$ cat config.mk
export PLATFORM = sky130hd
export DESIGN_NAME = issue_ctrl_flat
export DESIGN_NICKNAME = d
export VERILOG_FILES = /design/src/rtl/issue_ctrl_pkg.sv /design/src/rtl/issue_ctrl_if.sv /design/src/rtl/issue_ctrl_hazard_scoreboard.sv /design/src/rtl/issue_ctrl.sv /design/src/flat_wrapper.sv
export SDC_FILE = /design/constraint.sdc
export NUM_CORES = 1
export LEC_CHECK = 0
export CAP_MARGIN = 15
export CORE_ASPECT_RATIO = 1.1
export CORE_MARGIN = 2
export CORE_UTILIZATION = 30
export DETAILED_ROUTE_END_ITERATION = 10
export GPL_TIMING_DRIVEN = 0
export PLACE_DENSITY = 0.48
export SYNTH_ARGS = -nofsm -noshare
export SYNTH_HDL_FRONTEND = slang
export SYNTH_SLANG_ARGS = --single-unit
$ cat constraint.sdc
create_clock -name clk -period 9.7 [get_ports clk]
set_input_delay 0.97 -clock clk [delete_from_list [all_inputs] [get_ports clk]]
set_output_delay 0.97 -clock clk [all_outputs]
set_load 0.01 [all_outputs]
$ cat src/rtl/issue_ctrl_pkg.sv
// rtl/issue_ctrl_pkg.sv - shared widths, default latencies and helpers for the issue controller
package issue_ctrl_pkg;

    localparam int HZ_CNT_WIDTH   = 4;
    localparam int HZ_CNT_MAX     = (1 << HZ_CNT_WIDTH) - 1;

    localparam int DEF_EX_DEPTH   = 3;
    localparam int DEF_MUL_EXTRA  = 1;
    localparam int DEF_LOAD_EXTRA = 2;
    localparam int DEF_BR_LAT     = 2;

    localparam int RS_RA_BIT      = 0;
    localparam int RS_RB_BIT      = 1;
    localparam int RS_RC_BIT      = 2;

    typedef logic [HZ_CNT_WIDTH-1:0] hz_cnt_t;
    typedef logic [4:0]              reg_addr_t;

    function automatic int max_int(input int a, input int b);
        return (a > b) ? a : b;
    endfunction

endpackage

$ cat src/rtl/issue_ctrl_if.sv
// rtl/issue_ctrl_if.sv - decode-to-issue handshake bundle
interface issue_ctrl_if;
    import issue_ctrl_pkg::*;

    logic        id_valid_i;
    reg_addr_t   id_addr_ra_i;
    reg_addr_t   id_addr_rb_i;
    reg_addr_t   id_addr_rc_i;
    logic [2:0]  id_rsuse_i;
    reg_addr_t   id_addr_rd_i;
    logic        id_we_i;
    logic        id_usemult_i;
    logic        id_dm_re_i;
    logic        id_sr_we_i;
    logic        id_branchen_i;
    logic        ext_stall_i;

    logic        issue_o;
    logic        stall_o;
    logic        bubble_o;
    logic        busy_o;
    logic [15:0] stall_cnt_o;

    modport master (
        output id_valid_i, id_addr_ra_i, id_addr_rb_i, id_addr_rc_i, id_rsuse_i,
               id_addr_rd_i, id_we_i, id_usemult_i, id_dm_re_i, id_sr_we_i,
               id_branchen_i, ext_stall_i,
        input  issue_o, stall_o, bubble_o, busy_o, stall_cnt_o
    );

    modport slave (
        input  id_valid_i, id_addr_ra_i, id_addr_rb_i, id_addr_rc_i, id_rsuse_i,
               id_addr_rd_i, id_we_i, id_usemult_i, id_dm_re_i, id_sr_we_i,
               id_branchen_i, ext_stall_i,
        output issue_o, stall_o, bubble_o, busy_o, stall_cnt_o
    );

endinterface

$ cat src/rtl/issue_ctrl_hazard_scoreboard.sv
// rtl/issue_ctrl_hazard_scoreboard.sv - per-register write countdowns with busy and rd-count lookups
module hazard_scoreboard
    import issue_ctrl_pkg::*;
(
    input  logic       clk,
    input  logic       rst,
    input  logic       freeze_i,
    input  logic       load_i,
    input  reg_addr_t  load_addr_i,
    input  hz_cnt_t    load_val_i,
    input  reg_addr_t  src_a_i,
    input  reg_addr_t  src_b_i,
    input  reg_addr_t  src_c_i,
    output logic [2:0] src_busy_o,
    input  reg_addr_t  rd_addr_i,
    output hz_cnt_t    rd_cnt_o,
    output logic       any_busy_o
);

    logic [31:0][HZ_CNT_WIDTH-1:0] cnt_q;
    logic [31:0][HZ_CNT_WIDTH-1:0] cnt_d;

    // A fresh load replaces the countdown of the same entry in the same cycle.
    always_comb begin
        cnt_d = cnt_q;
        if (!freeze_i) begin
            for (int i = 0; i < 32; i++) begin
                if (load_i && (load_addr_i == 5'(i))) begin
                    cnt_d[i] = load_val_i;
                end else if (cnt_q[i] != '0) begin
                    cnt_d[i] = cnt_q[i] - hz_cnt_t'(1);
                end
            end
        end
    end

    always_ff @(posedge clk or posedge rst) begin
        if (rst) begin
            cnt_q <= '0;
        end else begin
            cnt_q <= cnt_d;
        end
    end

    assign src_busy_o[0] = (cnt_q[src_a_i] != '0);
    assign src_busy_o[1] = (cnt_q[src_b_i] != '0);
    assign src_busy_o[2] = (cnt_q[src_c_i] != '0);
    assign rd_cnt_o      = cnt_q[rd_addr_i];
    assign any_busy_o    = (cnt_q != '0);

endmodule

$ cat src/rtl/issue_ctrl.sv
// rtl/issue_ctrl.sv - in-order issue interlock for RAW, WAW, status and branch-shadow hazards
module issue_ctrl
    import issue_ctrl_pkg::*;
#(
    parameter int EX_DEPTH   = DEF_EX_DEPTH,
    parameter int MUL_EXTRA  = DEF_MUL_EXTRA,
    parameter int LOAD_EXTRA = DEF_LOAD_EXTRA,
    parameter int BR_LAT     = DEF_BR_LAT
) (
    input  logic        clk,
    input  logic        rst,
    issue_ctrl_if.slave io
);

    localparam int      MAX_EXTRA = max_int(MUL_EXTRA, LOAD_EXTRA);
    localparam hz_cnt_t LAT_ALU   = hz_cnt_t'(EX_DEPTH);
    localparam hz_cnt_t LAT_MUL   = hz_cnt_t'(EX_DEPTH + MUL_EXTRA);
    localparam hz_cnt_t LAT_LOAD  = hz_cnt_t'(EX_DEPTH + LOAD_EXTRA);
    localparam hz_cnt_t LAT_BOTH  = hz_cnt_t'(EX_DEPTH + MAX_EXTRA);
    localparam hz_cnt_t SHADOW    = hz_cnt_t'(BR_LAT);

    if ((EX_DEPTH + MAX_EXTRA > HZ_CNT_MAX) || (BR_LAT > HZ_CNT_MAX)) begin : g_lat_check
        $error("issue_ctrl: latency does not fit the hazard counter width");
    end

    hz_cnt_t     lat;
    hz_cnt_t     sr_cnt_q, sr_cnt_d;
    hz_cnt_t     shadow_q, shadow_d;
    logic [15:0] stall_cnt_q, stall_cnt_d;
    logic [2:0]  src_busy;
    hz_cnt_t     rd_cnt;
    logic        sb_busy;
    logic        hazard;
    logic        issue;
    logic        bubble;

    // Combined mult+load takes the longer extra, not the sum.
    always_comb begin
        lat = LAT_ALU;
        case ({io.id_usemult_i, io.id_dm_re_i})
            2'b10:   lat = LAT_MUL;
            2'b01:   lat = LAT_LOAD;
            2'b11:   lat = LAT_BOTH;
            default: lat = LAT_ALU;
        endcase
    end

    hazard_scoreboard u_scoreboard (
        .clk         (clk),
        .rst         (rst),
        .freeze_i    (io.ext_stall_i),
        .load_i      (issue & io.id_we_i),
        .load_addr_i (io.id_addr_rd_i),
        .load_val_i  (lat),
        .src_a_i     (io.id_addr_ra_i),
        .src_b_i     (io.id_addr_rb_i),
        .src_c_i     (io.id_addr_rc_i),
        .src_busy_o  (src_busy),
        .rd_addr_i   (io.id_addr_rd_i),
        .rd_cnt_o    (rd_cnt),
        .any_busy_o  (sb_busy)
    );

    always_comb begin
        hazard = (io.id_rsuse_i[RS_RA_BIT] & src_busy[0])
               | (io.id_rsuse_i[RS_RB_BIT] & src_busy[1])
               | (io.id_rsuse_i[RS_RC_BIT] & src_busy[2])
               | (io.id_we_i & (rd_cnt > lat))
               | (io.id_sr_we_i & (sr_cnt_q > lat))
               | (io.id_branchen_i & (sr_cnt_q != '0))
               | (shadow_q != '0);
    end

    assign issue  = io.id_valid_i & ~hazard & ~io.ext_stall_i & ~rst;
    assign bubble = io.id_valid_i &  hazard & ~io.ext_stall_i & ~rst;

    always_comb begin
        sr_cnt_d    = sr_cnt_q;
        shadow_d    = shadow_q;
        stall_cnt_d = stall_cnt_q;
        if (!io.ext_stall_i) begin
            if (issue && io.id_sr_we_i) begin
                sr_cnt_d = lat;
            end else if (sr_cnt_q != '0) begin
                sr_cnt_d = sr_cnt_q - hz_cnt_t'(1);
            end
            if (issue && io.id_branchen_i) begin
                shadow_d = SHADOW;
            end else if (shadow_q != '0) begin
                shadow_d = shadow_q - hz_cnt_t'(1);
            end
            if (bubble && (stall_cnt_q != 16'hFFFF)) begin
                stall_cnt_d = stall_cnt_q + 16'd1;
            end
        end
    end

    always_ff @(posedge clk or posedge rst) begin
        if (rst) begin
            sr_cnt_q    <= '0;
            shadow_q    <= '0;
            stall_cnt_q <= '0;
        end else begin
            sr_cnt_q    <= sr_cnt_d;
            shadow_q    <= shadow_d;
            stall_cnt_q <= stall_cnt_d;
        end
    end

    assign io.issue_o     = issue;
    assign io.bubble_o    = bubble;
    assign io.stall_o     = (io.id_valid_i & hazard) | io.ext_stall_i | rst;
    assign io.busy_o      = sb_busy | (sr_cnt_q != '0) | (shadow_q != '0);
    assign io.stall_cnt_o = stall_cnt_q;

endmodule

$ cat src/flat_wrapper.sv
// flat-port wrapper written by rule: the top's interface ports become plain ports
module issue_ctrl_flat import issue_ctrl_pkg::*;
#(
    parameter int EX_DEPTH   = DEF_EX_DEPTH,
    parameter int MUL_EXTRA  = DEF_MUL_EXTRA,
    parameter int LOAD_EXTRA = DEF_LOAD_EXTRA,
    parameter int BR_LAT     = DEF_BR_LAT
)
  (clk, rst, io_id_valid_i, io_id_addr_ra_i, io_id_addr_rb_i, io_id_addr_rc_i, io_id_rsuse_i, io_id_addr_rd_i, io_id_we_i, io_id_usemult_i, io_id_dm_re_i, io_id_sr_we_i, io_id_branchen_i, io_ext_stall_i, io_issue_o, io_stall_o, io_bubble_o, io_busy_o, io_stall_cnt_o);
  issue_ctrl_if io_i ();
  input  logic clk;
  input  logic rst;
  input wire logic [$bits(io_i.id_valid_i)-1:0] io_id_valid_i;
  input wire logic [$bits(io_i.id_addr_ra_i)-1:0] io_id_addr_ra_i;
  input wire logic [$bits(io_i.id_addr_rb_i)-1:0] io_id_addr_rb_i;
  input wire logic [$bits(io_i.id_addr_rc_i)-1:0] io_id_addr_rc_i;
  input wire logic [$bits(io_i.id_rsuse_i)-1:0] io_id_rsuse_i;
  input wire logic [$bits(io_i.id_addr_rd_i)-1:0] io_id_addr_rd_i;
  input wire logic [$bits(io_i.id_we_i)-1:0] io_id_we_i;
  input wire logic [$bits(io_i.id_usemult_i)-1:0] io_id_usemult_i;
  input wire logic [$bits(io_i.id_dm_re_i)-1:0] io_id_dm_re_i;
  input wire logic [$bits(io_i.id_sr_we_i)-1:0] io_id_sr_we_i;
  input wire logic [$bits(io_i.id_branchen_i)-1:0] io_id_branchen_i;
  input wire logic [$bits(io_i.ext_stall_i)-1:0] io_ext_stall_i;
  output wire logic [$bits(io_i.issue_o)-1:0] io_issue_o;
  output wire logic [$bits(io_i.stall_o)-1:0] io_stall_o;
  output wire logic [$bits(io_i.bubble_o)-1:0] io_bubble_o;
  output wire logic [$bits(io_i.busy_o)-1:0] io_busy_o;
  output wire logic [$bits(io_i.stall_cnt_o)-1:0] io_stall_cnt_o;
  assign io_i.id_valid_i = io_id_valid_i;
  assign io_i.id_addr_ra_i = io_id_addr_ra_i;
  assign io_i.id_addr_rb_i = io_id_addr_rb_i;
  assign io_i.id_addr_rc_i = io_id_addr_rc_i;
  assign io_i.id_rsuse_i = io_id_rsuse_i;
  assign io_i.id_addr_rd_i = io_id_addr_rd_i;
  assign io_i.id_we_i = io_id_we_i;
  assign io_i.id_usemult_i = io_id_usemult_i;
  assign io_i.id_dm_re_i = io_id_dm_re_i;
  assign io_i.id_sr_we_i = io_id_sr_we_i;
  assign io_i.id_branchen_i = io_id_branchen_i;
  assign io_i.ext_stall_i = io_ext_stall_i;
  assign io_issue_o = io_i.issue_o;
  assign io_stall_o = io_i.stall_o;
  assign io_bubble_o = io_i.bubble_o;
  assign io_busy_o = io_i.busy_o;
  assign io_stall_cnt_o = io_i.stall_cnt_o;
  issue_ctrl #(.EX_DEPTH(EX_DEPTH), .MUL_EXTRA(MUL_EXTRA), .LOAD_EXTRA(LOAD_EXTRA), .BR_LAT(BR_LAT)) u_core (.clk(clk), .rst(rst), .io(io_i));
endmodule
# == Yosys cells after proc, flatten, opt, wreduce, memory -nomap -nowiden ==
# Index checks and enable logic that the tools add are counted.
# classes
eq_ne,35
order_cmp,6
addsub,35
mux,77
reduce_logical,144
n_bitwise,26
# op_table
cell,n
$mux W4,72
$reduce_bool A4 Y1,37
$sub A4 B1 Y4 const B,34
$reduce_bool A128 Y1,1
$bmux W4 S5,4
$eq A5 B5 Y1 const B,16
$reduce_and A2 Y1,35
$reduce_bool A2 Y1,34
$eq A5 B4 Y1 const B,8
$logic_and A1 B1 Y1,35
$lt A5 B6 Y1 const B,4
$eq A5 B3 Y1 const B,4
$add A16 B1 Y16 const B,1
$ne A16 B16 Y1 const B,1
$and A1 B1 Y1,13
$eq A5 B2 Y1 const B,2
$or A1 B1 Y1,10
$gt A4 B3 Y1,2
$pmux W3 S2,1
$eq A5 B1 Y1 const B,1
$logic_not A5 Y1,1
$eq A2 B2 Y1 const B,2
$not A1 Y1,3
$eq A2 B1 Y1 const B,1
$reduce_or A2 Y1,1
# word_totals
inputBits,32
ff_bits,152
out_inout_bits,20
wordCells,358

# == Longest topological paths before layout ==
# logic_depth
ltp_word,18
ltp_mapped,18
mapped_depth_nobuf,13

# == Cells and area by module ==
# A second synthesis with hierarchy kept.
# hier_totals
hier_cells,1367
hier_area_um2,11964.0
# by_module_without_submodules
mod,area_each_um2,cells_per_inst,seq_area_each_um2,instances
hazard_scoreboard,10431.3,1208,3203.1,1
issue_ctrl,1532.7,159,600.6,1

# == Worst setup path after synthesis ==
# Ideal clock, no wire load.
# synth_path
path_type,input-to-output
startpoint,input io_id_addr_rd_i[0]
endpoint,output io_issue_o
t_arrival_ps,5174
setup_slack_ps,3556
n_path_buf,3
path_stages,14
t_required_ps,8730
path_cell_list,clkbuf_1 buf_1 buf_1 mux4_2 mux4_2 mux2_2 ha_1 nor2b_1 o21a_1 o21ai_0 and3_1 nand3_1 or3_1 nor3_1
# synth_via
elab_chain_len,12
# synth_rtl
item,line_no,text
from (decl),flat_wrapper.sv:18,input wire logic [$bits(io_i.id_addr_rd_i)-1:0] io_id_addr_rd_i;
$bmux W4 S5,issue_ctrl_hazard_scoreboard.sv:48,assign rd_cnt_o = cnt_q[rd_addr_i];
$mux W4 (implied by the code),issue_ctrl_hazard_scoreboard.sv:48,
$gt A4 B3 Y1,issue_ctrl.sv:68,| (io.id_we_i & (rd_cnt > lat))
$and A1 B1 Y1,issue_ctrl.sv:68,
$or A1 B1 Y1,issue_ctrl.sv:68,
$or A1 B1 Y1,issue_ctrl.sv:69,| (io.id_sr_we_i & (sr_cnt_q > lat))
$or A1 B1 Y1,issue_ctrl.sv:70,| (io.id_branchen_i & (sr_cnt_q != '0))
$or A1 B1 Y1,issue_ctrl.sv:71,| (shadow_q != '0);
$not A1 Y1,issue_ctrl.sv:74,assign issue = io.id_valid_i & ~hazard & ~io.ext_stall_i & ~rst;
$and A1 B1 Y1 (3 in a row),issue_ctrl.sv:74,
to (decl),flat_wrapper.sv:25,output wire logic [$bits(io_i.issue_o)-1:0] io_issue_o;
# Every way passes these cells. The select of a mux whose other input is x is not followed.

# == Worst setup path after layout ==
# layout_path
startpoint,input io_id_addr_rd_i[0]
endpoint,output io_bubble_o
# layout_via
elab_chain_len,11
# layout_rtl
item,line_no,text
$bmux W4 S5,issue_ctrl_hazard_scoreboard.sv:48,
$mux W4 (implied by the code),issue_ctrl_hazard_scoreboard.sv:48,
$gt A4 B3 Y1,issue_ctrl.sv:68,
$and A1 B1 Y1,issue_ctrl.sv:68,
$or A1 B1 Y1,issue_ctrl.sv:68,
$or A1 B1 Y1,issue_ctrl.sv:69,
$or A1 B1 Y1,issue_ctrl.sv:70,
$or A1 B1 Y1,issue_ctrl.sv:71,
$and A1 B1 Y1 (3 in a row),issue_ctrl.sv:75,assign bubble = io.id_valid_i & hazard & ~io.ext_stall_i & ~rst;
to (decl),flat_wrapper.sv:27,output wire logic [$bits(io_i.bubble_o)-1:0] io_bubble_o;
# Every way passes these cells. The select of a mux whose other input is x is not followed.

==> results.txt <==
----------------------------------------------------
[Global route]
  Overall global routing resource usage ... between 20% and 30%
  Pin count of the biggest net entering global routing ... 97
  Met2 GRT Util ... a little under two fifths
  Vias in the first global route ... about 11,000
  Global-route wire length before repair ... around 70,000 µm
  Antenna violations before repair ... 0
  Total global routing overflow ... 0
  GRT met1 Usage ... 31.3%
  Met3 layer usage reported by global route ... under 10%
  Peak-usage layer in the global routing report ... met2

[Floorplanning]
  Row count ... 75
  Area of the die ... 40,700 µm²
  Number of placed I/O pins ... 52
  Initial standard-cell utilization of the core ... roughly 31%
  Core Box Area ... 38,400 µm²
  Vertical extent of the die ... 211 µm
  Horiz. Die Dim ... about 190 µm

[Yosys]
  Library cell occupying the most area in the post-synthesis netlist ... dfrtp_1
  Largest family of logic cells by synthesized area ... simple AND/OR/NAND/NOR gates
  Number of storage elements in the synthesis netlist ... between 150 and 200
  Adder-cell area share of the yosys netlist ... about 8%
  Xor and xnor fraction of the mapped netlist area ... under 10%
  Post-synth cell types ... between 60 and 70
  Synthesized net count ... 1,380
  Number of flops mapped to enable cells by yosys ... 0
  Sequential cell area fraction in the yosys report ... between 30% and 40%
  Synthesized instance count ... 1,274
  Asr flop ratio synth ... 100%
  Multiplexer fraction of the synthesized cell area ... between 10% and 20%
  Share of the synthesized area in compound gates (AO/OA/AOI/OAI) ... 17.7%
  Yosys warnings ... 0
  Synth Area per Inst ... 9.20 µm²
  Synth Area in Simple Gates ... between 20% and 30%
  Netlist area before placement ... between 10,000 and 15,000 µm²
  Ranking of synthesized cells by area ... dfrtp_1 32%, mux4_2 8.5%, ha_1 7.9%
  Share of Yosys cell area claimed by the top area cell type ... roughly 32%
  Most instantiated flip-flop cell in the synthesis netlist ... dfrtp_1

[Route]
  Remaining antenna violation count after routing ... 0
  Detail-routed net length per standard cell ... ~26 µm
  Routed vias ... about 11,000
  DRC violation total after the first TritonRoute iteration ... about 1,300
  DRC violations left ... 0
  Wire length reported by the detailed router ... around 48,000 µm
  First-pass iteration count of the detailed router ... 5
  DR vias/cell ... about 6

[Finish]
  Net total in the final layout ... 1,449
  Commonest non-fill, non-tap cells in the layout ... 152 x dfrtp_1, 93 x nand3_1, 88 x nor2_1, 83 x inv_1, 83 x a21oi_1
  Share of layout cells above drive strength 1 ... about 11%
  Relative area change from synthesis to final layout ... 15.1%
  Antenna fix cells ... 0
  Most common cell after layout, fill and taps aside ... dfrtp_1
  Fillcell total ... a little under 4,000

[STA]
  Crit share post-route ... 94.4%
  Setup slack after layout ... 0.539 ns
  Final TNS setup ... 0 ns
  Final Hold Fails ... 0
  Final Critical Period ... 9.16 ns
  Worst-case headroom to the max-slew limit ... around an eighth
  Number of pins exceeding their max-slew limit in the final report ... 0
  Transition at the pin with the smallest max-transition slack ... 1.30 ns
  Unrepaired setup endpoints after global routing ... no
  Total setup violations reported at the end of the flow ... 0
  F_max ... 109 MHz
  Worst Clk Skew ... 0.0154 ns

[Critical path]
  End of the critical path ... io_bubble_o
  Largest driver fanout on the critical path ... 10
  Setup slack of the worst register-to-register path ... between 4 and 5 ns
  Reg2reg path depth ... 14
  Endpoint class of the critical path ... output port
  Category of the critical setup timing path ... primary input to output port
  Required time of the critical path ... 8.73 ns
  Element type at the critical path start ... primary input
  Signal arrival time at the worst endpoint ... 8.19 ns
  Worst reg2reg path endpoint ... u_core.u_scoreboard.cnt_q[5]
  Reg-to-reg startpoint ... u_core.u_scoreboard.cnt_q[61]
  Source of the critical timing path ... io_id_addr_rd_i[0]

[Placement]
  Number of port buffers ... 44
  Final RePlAce weighted congestion ... approximately 0.99
  Setup Slack @ Placement ... around 0.08 ns
  Half-perimeter wire length after placement ... roughly 35,000 µm

[Power and ir drop]
  Pwr Density ... around 280 nW/µm²
  Peak supply drop ... ~0.14 mV
  Overall Power ... about 3.7 mW
  P_leak ... ~5.4 nW

[Clocking]
  Number of buffers between clock root and the deepest sink ... 2
  Number of setup buffers added after CTS ... 0
  Later-pin clock latency in the skew report ... between 0.4 and 0.5 ns
  Depth of the CTS H-tree ... 4
  TritonCTS buffer count ... 17
  Clock Pin Slew Worst Setup and Hold Paths ... 0.06 ns
  Total number of clock tree sinks ... 152
  Total of hold buffers inserted after clock tree synthesis ... 0
  Root buffer cell ... clkbuf_16
  CTS tree ... done
  Resized Gates After CTS ... 0

[Status]
  Result of the run ... completed

[Worst hold path]
  Hold path cells ... 1
  Hold/Removal Path Class ... flop to flop

[Job]
  Max-Cap Viols ... 0

----------------------------------------------------
-- routing by layer --
layer | wire [µm] | vias up
met5 | 0 | -
met4 | 2040 | 0
met3 | 3550 | 105
met2 | 22100 | 520
met1 | 20200 | 5683
li1 | - | 5049
-- critical path, stage by stage --
cell             delay [ns]
clkdlybuf4s50_1        0.80
clkbuf_1               0.53
buf_1                  0.75
clkdlybuf4s15_1        0.89
mux4_2                 0.64
mux4_2                 0.55
mux2_2                 0.32
ha_1                   0.29
nor2b_1                0.13
o21a_1                 0.15
o21ai_0                0.18
and3_1                 0.36
nand3_1                0.19
nor4_2                 0.61
nor2_1                 0.25
clkdlybuf4s50_1        0.55
-- final cells by class --
cell class	count	area (µm²)	area share [%]
Sequential cell	152	3800	28.2
Inverter	86	330	2.45
Buffer	66	272	2.01
Timing Repair Buffer	50	499	3.70
Tap cell	500	626	4.64
Clock buffer	22	464	3.44
Multi-Input combinational cell	970	7340	54.5
Clock inverter	8	146	1.09
-- state kept, by name, summed over array words and instances (netlist names) --
signal                     flops
u_core.u_scoreboard.cnt_q    128
u_core.io.stall_cnt_o         16
u_core.shadow_q                4
u_core.sr_cnt_q                4
-- metrics by stage --
stage / utilization, % / instances / instance area, µm² / hold WS (ns)
after CTS: 35.1 / 1851 / 13500 / 0.502
after global placement: 33.3 / 1818 / 12800 / 0.483
after global routing: 35.1 / 1854 / 13500 / 0.519
final: 35.1 / 1854 / 13500 / 0.504
after detailed placement: 33.5 / 1821 / 12800 / 0.487
after floorplan: - / 1274 / 11700 / 0.489
-- cells in the mapped netlist (5+ instances only) --
cell / number
a211oi_1: 9
a21o_1: 26
a21oi_1: 83
and2_1: 9
and3_1: 8
buf_1: 9
buf_2: 8
clkbuf_1: 48
dfrtp_1: 152
ha_1: 74
inv_1: 84
mux2_2: 10
mux2i_1: 28
mux4_2: 44
nand2_1: 82
nand2b_1: 7
nand3_1: 93
nand4_1: 42
nor2_1: 88
nor3_1: 23
nor3b_1: 30
nor4_1: 32
nor4b_1: 31
o211ai_1: 31
o21ai_0: 39
o221a_2: 31
o221ai_1: 17
o22ai_1: 19
o311ai_0: 5
or4_1: 26
xnor2_1: 7
xor2_1: 8
-- where the power goes --
part | switching, mW | internal (mW)
logic | 0.883 | 0.774
registers | 0.406 | 0.927
clock network | 0.291 | 0.441
total | 1.58 | 2.14
-- worst min-delay path by stage --
stage	start	to	slack [ns]
floorplan	u_core.shadow_q[3]	u_core.shadow_q[3]	0.49
global placement	u_core.io.stall_cnt_o[15]	u_core.io.stall_cnt_o[15]	0.48
detailed placement	u_core.io.stall_cnt_o[15]	u_core.io.stall_cnt_o[15]	0.49
CTS	u_core.io.stall_cnt_o[15]	u_core.io.stall_cnt_o[15]	0.50
global route	u_core.io.stall_cnt_o[15]	u_core.io.stall_cnt_o[15]	0.52
finish	u_core.io.stall_cnt_o[6]	u_core.io.stall_cnt_o[6]	0.50
-- logic make-up after synthesis --
group / Yosys count
xor+xnor: 15
flops: 152
simple gates: 501
buf+inv: 152
mux: 83
compound gates: 297
fa+ha+maj: 74
Power figures use the tool's default switching activity.
==> edit 1, RTL diff (config.mk and constraints unchanged) <==
Reset style: synchronous (`rst`), changed in 2 clocked blocks.
--- a/src/rtl/issue_ctrl_hazard_scoreboard.sv
+++ b/src/rtl/issue_ctrl_hazard_scoreboard.sv
@@ -35,5 +35,5 @@
     end
 
-    always_ff @(posedge clk or posedge rst) begin
+    always_ff @(posedge clk) begin
         if (rst) begin
             cnt_q <= '0;
--- a/src/rtl/issue_ctrl.sv
+++ b/src/rtl/issue_ctrl.sv
@@ -96,5 +96,5 @@
     end
 
-    always_ff @(posedge clk or posedge rst) begin
+    always_ff @(posedge clk) begin
         if (rst) begin
             sr_cnt_q    <= '0;
Behaviour: not the same (a bounded check fails within 4 cycles, from zero or initial values and one cycle with rst high; the reset may be asserted at any time).
==> edit 1 against the unedited design <==
The flow now finishes with violations (design-rule violations); area after synthesis rose by 3.4%; via count rose by 14%; first-iteration DRC count rose by 1.9%; clock skew rose by 0.0019 ns; total power rose by 32%; sequential share of layout area fell by 6.3 points; highest routed layer unchanged; setup slack improved by 0.62 ns; wire length rose by 23%; final area rose by 3.0%; sequential cell count did not move.
==> edit 1: results (changes against the unedited design) <==
Status
  • Status: finished, violations left (was finished clean)
  • Failing checks: design-rule violations

GRT
  • First-pass GRT wire length: 85700 um (was 71500 um)
  • Antenna violations before repair: 2 (was 0)
  • Total GRT Usage: 0.279 (was 0.241)

Yosys
  • Top post-synthesis cells by count: 152 x dfxtp_1, 124 x nand2_1, 90 x a21oi_1 (was 152 x dfrtp_1, 93 x nand3_1, 88 x nor2_1)
  • Most used DFF post-synth: dfxtp_1 (was dfrtp_1)
  • Async S/R FF share, synth: 0 (was 1.00)
  • Synth Area in XOR/XNOR: 0.00289 (was 0.0112)
  • Adder-cell share of the synthesized area: 0.0764 (was 0.0790)
  • Unique masters post-synth: 89 (was 66)
  • Mux cell area share after synthesis: 0.123 (was 0.119)

Placed design
  • Buffers on Ports: 43 (was 44)
  • Placed cells: 2024 (was 1821)
  • Gpl congestion: 0.978 (was 0.987)

Critical path
  • Worst EP arrival: 7.57 ns (was 8.19 ns)
  • Worst R2R Path Depth: 15 (was 14)
  • Crit-path slowest cell: clkbuf_1 (was clkdlybuf4s15_1)

Clock network
  • Worst skew pair latency: 0.48 ns (was 0.46 ns)

Pwr
  • IR Drop Worst-Case VDD: 0.000159 V (was 0.000141 V)
  • Leak: 5.00 nW (was 5.42 nW)

Drt
  • Initial DRC Count: 1373 (was 1347)
  • DRC: 1 (was 0)
  • Wire per inst: 28.5 um (was 25.8 um)
  • Pre-antenna DRT Iters: 9 (was 5)

STA
  • Max_slew headroom: 0.125 (was 0.127)
  • Clk_skew: 0.0173 ns (was 0.0154 ns)

Final layout
  • Fillers: 4194 (was 3911)
  • Share of layout cells above drive strength 1: 0.0964 (was 0.107)
  • Fin nets: 1638 (was 1449)
  • Synthesis-to-finish area growth: 14.6% (was 15.1%)

Min path
  • Hold Path Stages: 2 (was 1)
## edit 1: layout make-up
class	instances	area (sq um)	area share
Inverter	91	342	0.0246
Multi-Input combinational cell	1119	8310	0.598
Clock inverter	13	145	0.0105
Sequential cell	152	3040	0.219
Timing Repair Buffer	58	522	0.0376
Clock buffer	19	453	0.0326
Tap cell	513	642	0.0462
Buffer	93	433	0.0312
## edit 1: per-layer routing
metal / up-vias / global-route usage / share of wire
met1: 6354 / 0.349 / 0.41
met5: - / 0 / 0
met3: 184 / 0.0590 / 0.079
met4: 0 / 0.167 / 0.062
li1: 5757 / - / -
met2: 681 / 0.442 / 0.45
## edit 1: metrics by stage
stage | hold slack [ns] | worst slack, ns
3_5_place_dp | 0.467 | 1.25
2_1_floorplan | 0.437 | 3.96
6_report | 0.484 | 1.16
3_3_place_gp | 0.465 | 1.24
5_1_grt | 0.502 | 1.04
4_1_cts | 0.483 | 1.24
## edit 1: power by group
part	leakage, nW	internal (mW)	switching (mW)	total (mW)
sequential	1.24	0.883	0.413	1.30
combinational	3.48	1.11	1.80	2.92
clock	0.275	0.394	0.324	0.719
## edit 1: path summary, 6_finish.rpt
check | start | endpoint | slack (ns)
max | io_id_addr_rd_i[0] | io_issue_o | 1.16
min | u_core.sr_cnt_q[0]$_SDFFE_PP0P_ | u_core.sr_cnt_q[0]$_SDFFE_PP0P_ | 0.48
max reg2reg | u_core.u_scoreboard.cnt_q[125]$_SDFFE_PP0P_ | u_core.u_scoreboard.cnt_q[89]$_SDFFE_PP0P_ | 4.95
min reg2reg | u_core.sr_cnt_q[0]$_SDFFE_PP0P_ | u_core.sr_cnt_q[0]$_SDFFE_PP0P_ | 0.48
## edit 1: cell families (layout without fill, tap and decap cells)
family,Yosys count,in the layout
xor+xnor,4,4
flops,152,152
mux,99,99
simple gates,603,603
buf+inv,184,274
fa+ha+maj,74,74
compound gates,339,339
## edit 1: critical path: cells and delay by family
kind | cells | cell delay, ns
mux | 3 | 1.42
fa+ha+maj | 1 | 0.18
simple gates | 2 | 0.63
buf+inv | 10 | 3.64
compound gates | 4 | 0.69
==> edit 2, RTL diff (config.mk and constraints unchanged) <==
Made on the original files. Set the package constant `HZ_CNT_WIDTH` to 3 (it was 4).
--- a/src/rtl/issue_ctrl_pkg.sv
+++ b/src/rtl/issue_ctrl_pkg.sv
@@ -2,5 +2,5 @@
 package issue_ctrl_pkg;
 
-    localparam int HZ_CNT_WIDTH   = 4;
+    localparam int HZ_CNT_WIDTH   = 3;
     localparam int HZ_CNT_MAX     = (1 << HZ_CNT_WIDTH) - 1;
 
Function: not settled (the Yosys comparison gave no result); the edit may change what the design does.
==> edit 2 against the unedited design <==
Non-clock buffer count up 1; clock power down 9.3%; sequential cell count down 34; hold slack worse by 0.0068 ns; area after synthesis down 9.6%; combinational power down 12%; register-to-register slack better by 0.02 ns; synthesized cell count down 4.6%; final area down 9.6%; wire length down 9.4%; setup slack better by 1.1 ns; critical path depth down 2; total power down 14%; critical endpoint is now io_issue_o; largest power group unchanged.
==> edit 2: results (changes against the unedited design) <==
Pwr
  • Switch Pwr: 1.40 mW (was 1.58 mW)

Critical path
  • Crit-path slowest cell: buf_1 (was clkdlybuf4s15_1)
  • Reg2Reg Launch Point: u_core.u_scoreboard.cnt_q[76]$_DFFE_PP0P_ (was u_core.u_scoreboard.cnt_q[61]$_DFFE_PP0P_)
  • Worst R2R Path Depth: 12 (was 14)
  • Worst EP arrival: 7.08 ns (was 8.19 ns)
  • Worst R2R End: u_core.u_scoreboard.cnt_q[44]$_DFFE_PP0P_ (was u_core.u_scoreboard.cnt_q[5]$_DFFE_PP0P_)

Drt
  • Final wirelength: 43300 um (was 47800 um)
  • Drt via density: 6.08 (was 6.13)
  • Initial DRC Count: 1091 (was 1347)
  • Pre-antenna DRT Iters: 6 (was 5)
  • Routed via count: 10500 (was 11400)

Placed design
  • Dpl cell area: 11600 sq um (was 12800 sq um)
  • Buffers on Ports: 41 (was 44)
  • Placed cells: 1701 (was 1821)
  • HPWL Detailed: 32600 um (was 35400 um)
  • Post-Place Setup Slack: 1.86 ns (was 0.0813 ns)

Yosys
  • Mux cell area share after synthesis: 0.116 (was 0.119)
  • Mapped Cells: 1215 (was 1274)
  • Net count after synthesis: 1322 (was 1380)
  • Top post-synthesis cells by count: 118 x dfrtp_1, 101 x inv_1, 93 x nand2_1 (was 152 x dfrtp_1, 93 x nand3_1, 88 x nor2_1)
  • Adder-cell share of the synthesized area: 0.0886 (was 0.0790)
  • Synth Area in XOR/XNOR: 0.0131 (was 0.0112)
  • Seq/Total Area, Yosys: 0.279 (was 0.325)

Clock network
  • Worst skew pair latency: 0.44 ns (was 0.46 ns)

Min path
  • Hold_sp: u_core.io.stall_cnt_o[13]$_DFFE_PP0P_ (was u_core.io.stall_cnt_o[6]$_DFFE_PP0P_)

GRT
  • First-pass GRT wire length: 64800 um (was 71500 um)
  • GR Util met1: 0.319 (was 0.313)
  • Largest net degree at the start of global routing: 65 (was 97)
  • Grt met2 use: 0.364 (was 0.383)
  • Vias in the first global route: 10200 (was 11100)

Status
  • Status: finished clean (unchanged)

STA
  • Clk_skew: 0.0143 ns (was 0.0154 ns)
  • Minimum clock period: 8.05 ns (was 9.16 ns)
  • Worst-margin pin slew: 1.06 ns (was 1.30 ns)

Final layout
  • Fillers: 3634 (was 3911)
  • Fin nets: 1383 (was 1449)
==> edit 2: through the flow <==
stage,hold slack [ns],power (mW),utilization
4_1_cts,0.499,3.18,0.349
2_1_floorplan,0.471,2.02,-
6_report,0.497,3.19,0.349
3_5_place_dp,0.484,2.50,0.332
3_3_place_gp,0.485,2.46,0.331
5_1_grt,0.505,3.43,0.349
==> edit 2: how the worst max path moves through the flow <==
stage / endpoint
after floorplan: io_issue_o
after global placement: io_issue_o
after detailed placement: io_issue_o
after CTS: io_issue_o
after global routing: io_issue_o
final: io_issue_o
==> edit 2: cell type report <==
class | count | area share
Inverter | 101 | 0.0315
Tap cell | 444 | 0.0456
Clock buffer | 19 | 0.0371
Buffer | 75 | 0.0254
Clock inverter | 13 | 0.0121
Multi-Input combinational cell | 921 | 0.570
Timing Repair Buffer | 42 | 0.0359
Sequential cell | 118 | 0.242
==> edit 2: power groups by stage <==
| stage | Clock [mW] | Combinational, mW | Sequential [mW] |
|---|---|---|---|
| 3_5_place_dp | 0 | 1.43 | 1.07 |
| 3_3_place_gp | 0 | 1.40 | 1.06 |
| 2_1_floorplan | 0 | 1.10 | 0.927 |
| 5_1_grt | 0.693 | 1.64 | 1.10 |
| 4_1_cts | 0.672 | 1.44 | 1.06 |
| 6_report | 0.664 | 1.46 | 1.07 |
==> edit 2: routing by layer <==
layer	vias up	part of all wire	routed length, um
li1	4681	-	-
met1	5245	0.43	18700
met2	510	0.44	19200
met3	108	0.082	3540
met4	0	0.045	1970
met5	-	0	0
==> edit 2: worst register-to-register path, delay by kind of cell (launching register included) <==
family	cells	cell delay, ns
AND/OR/NAND/NOR	5	2.00
multiplexers	3	1.38
buffers and inverters	1	0.51
flip-flops	1	0.48
AO/OA/AOI/OAI	2	0.37
adder cells (fa/ha/maj)	1	0.30
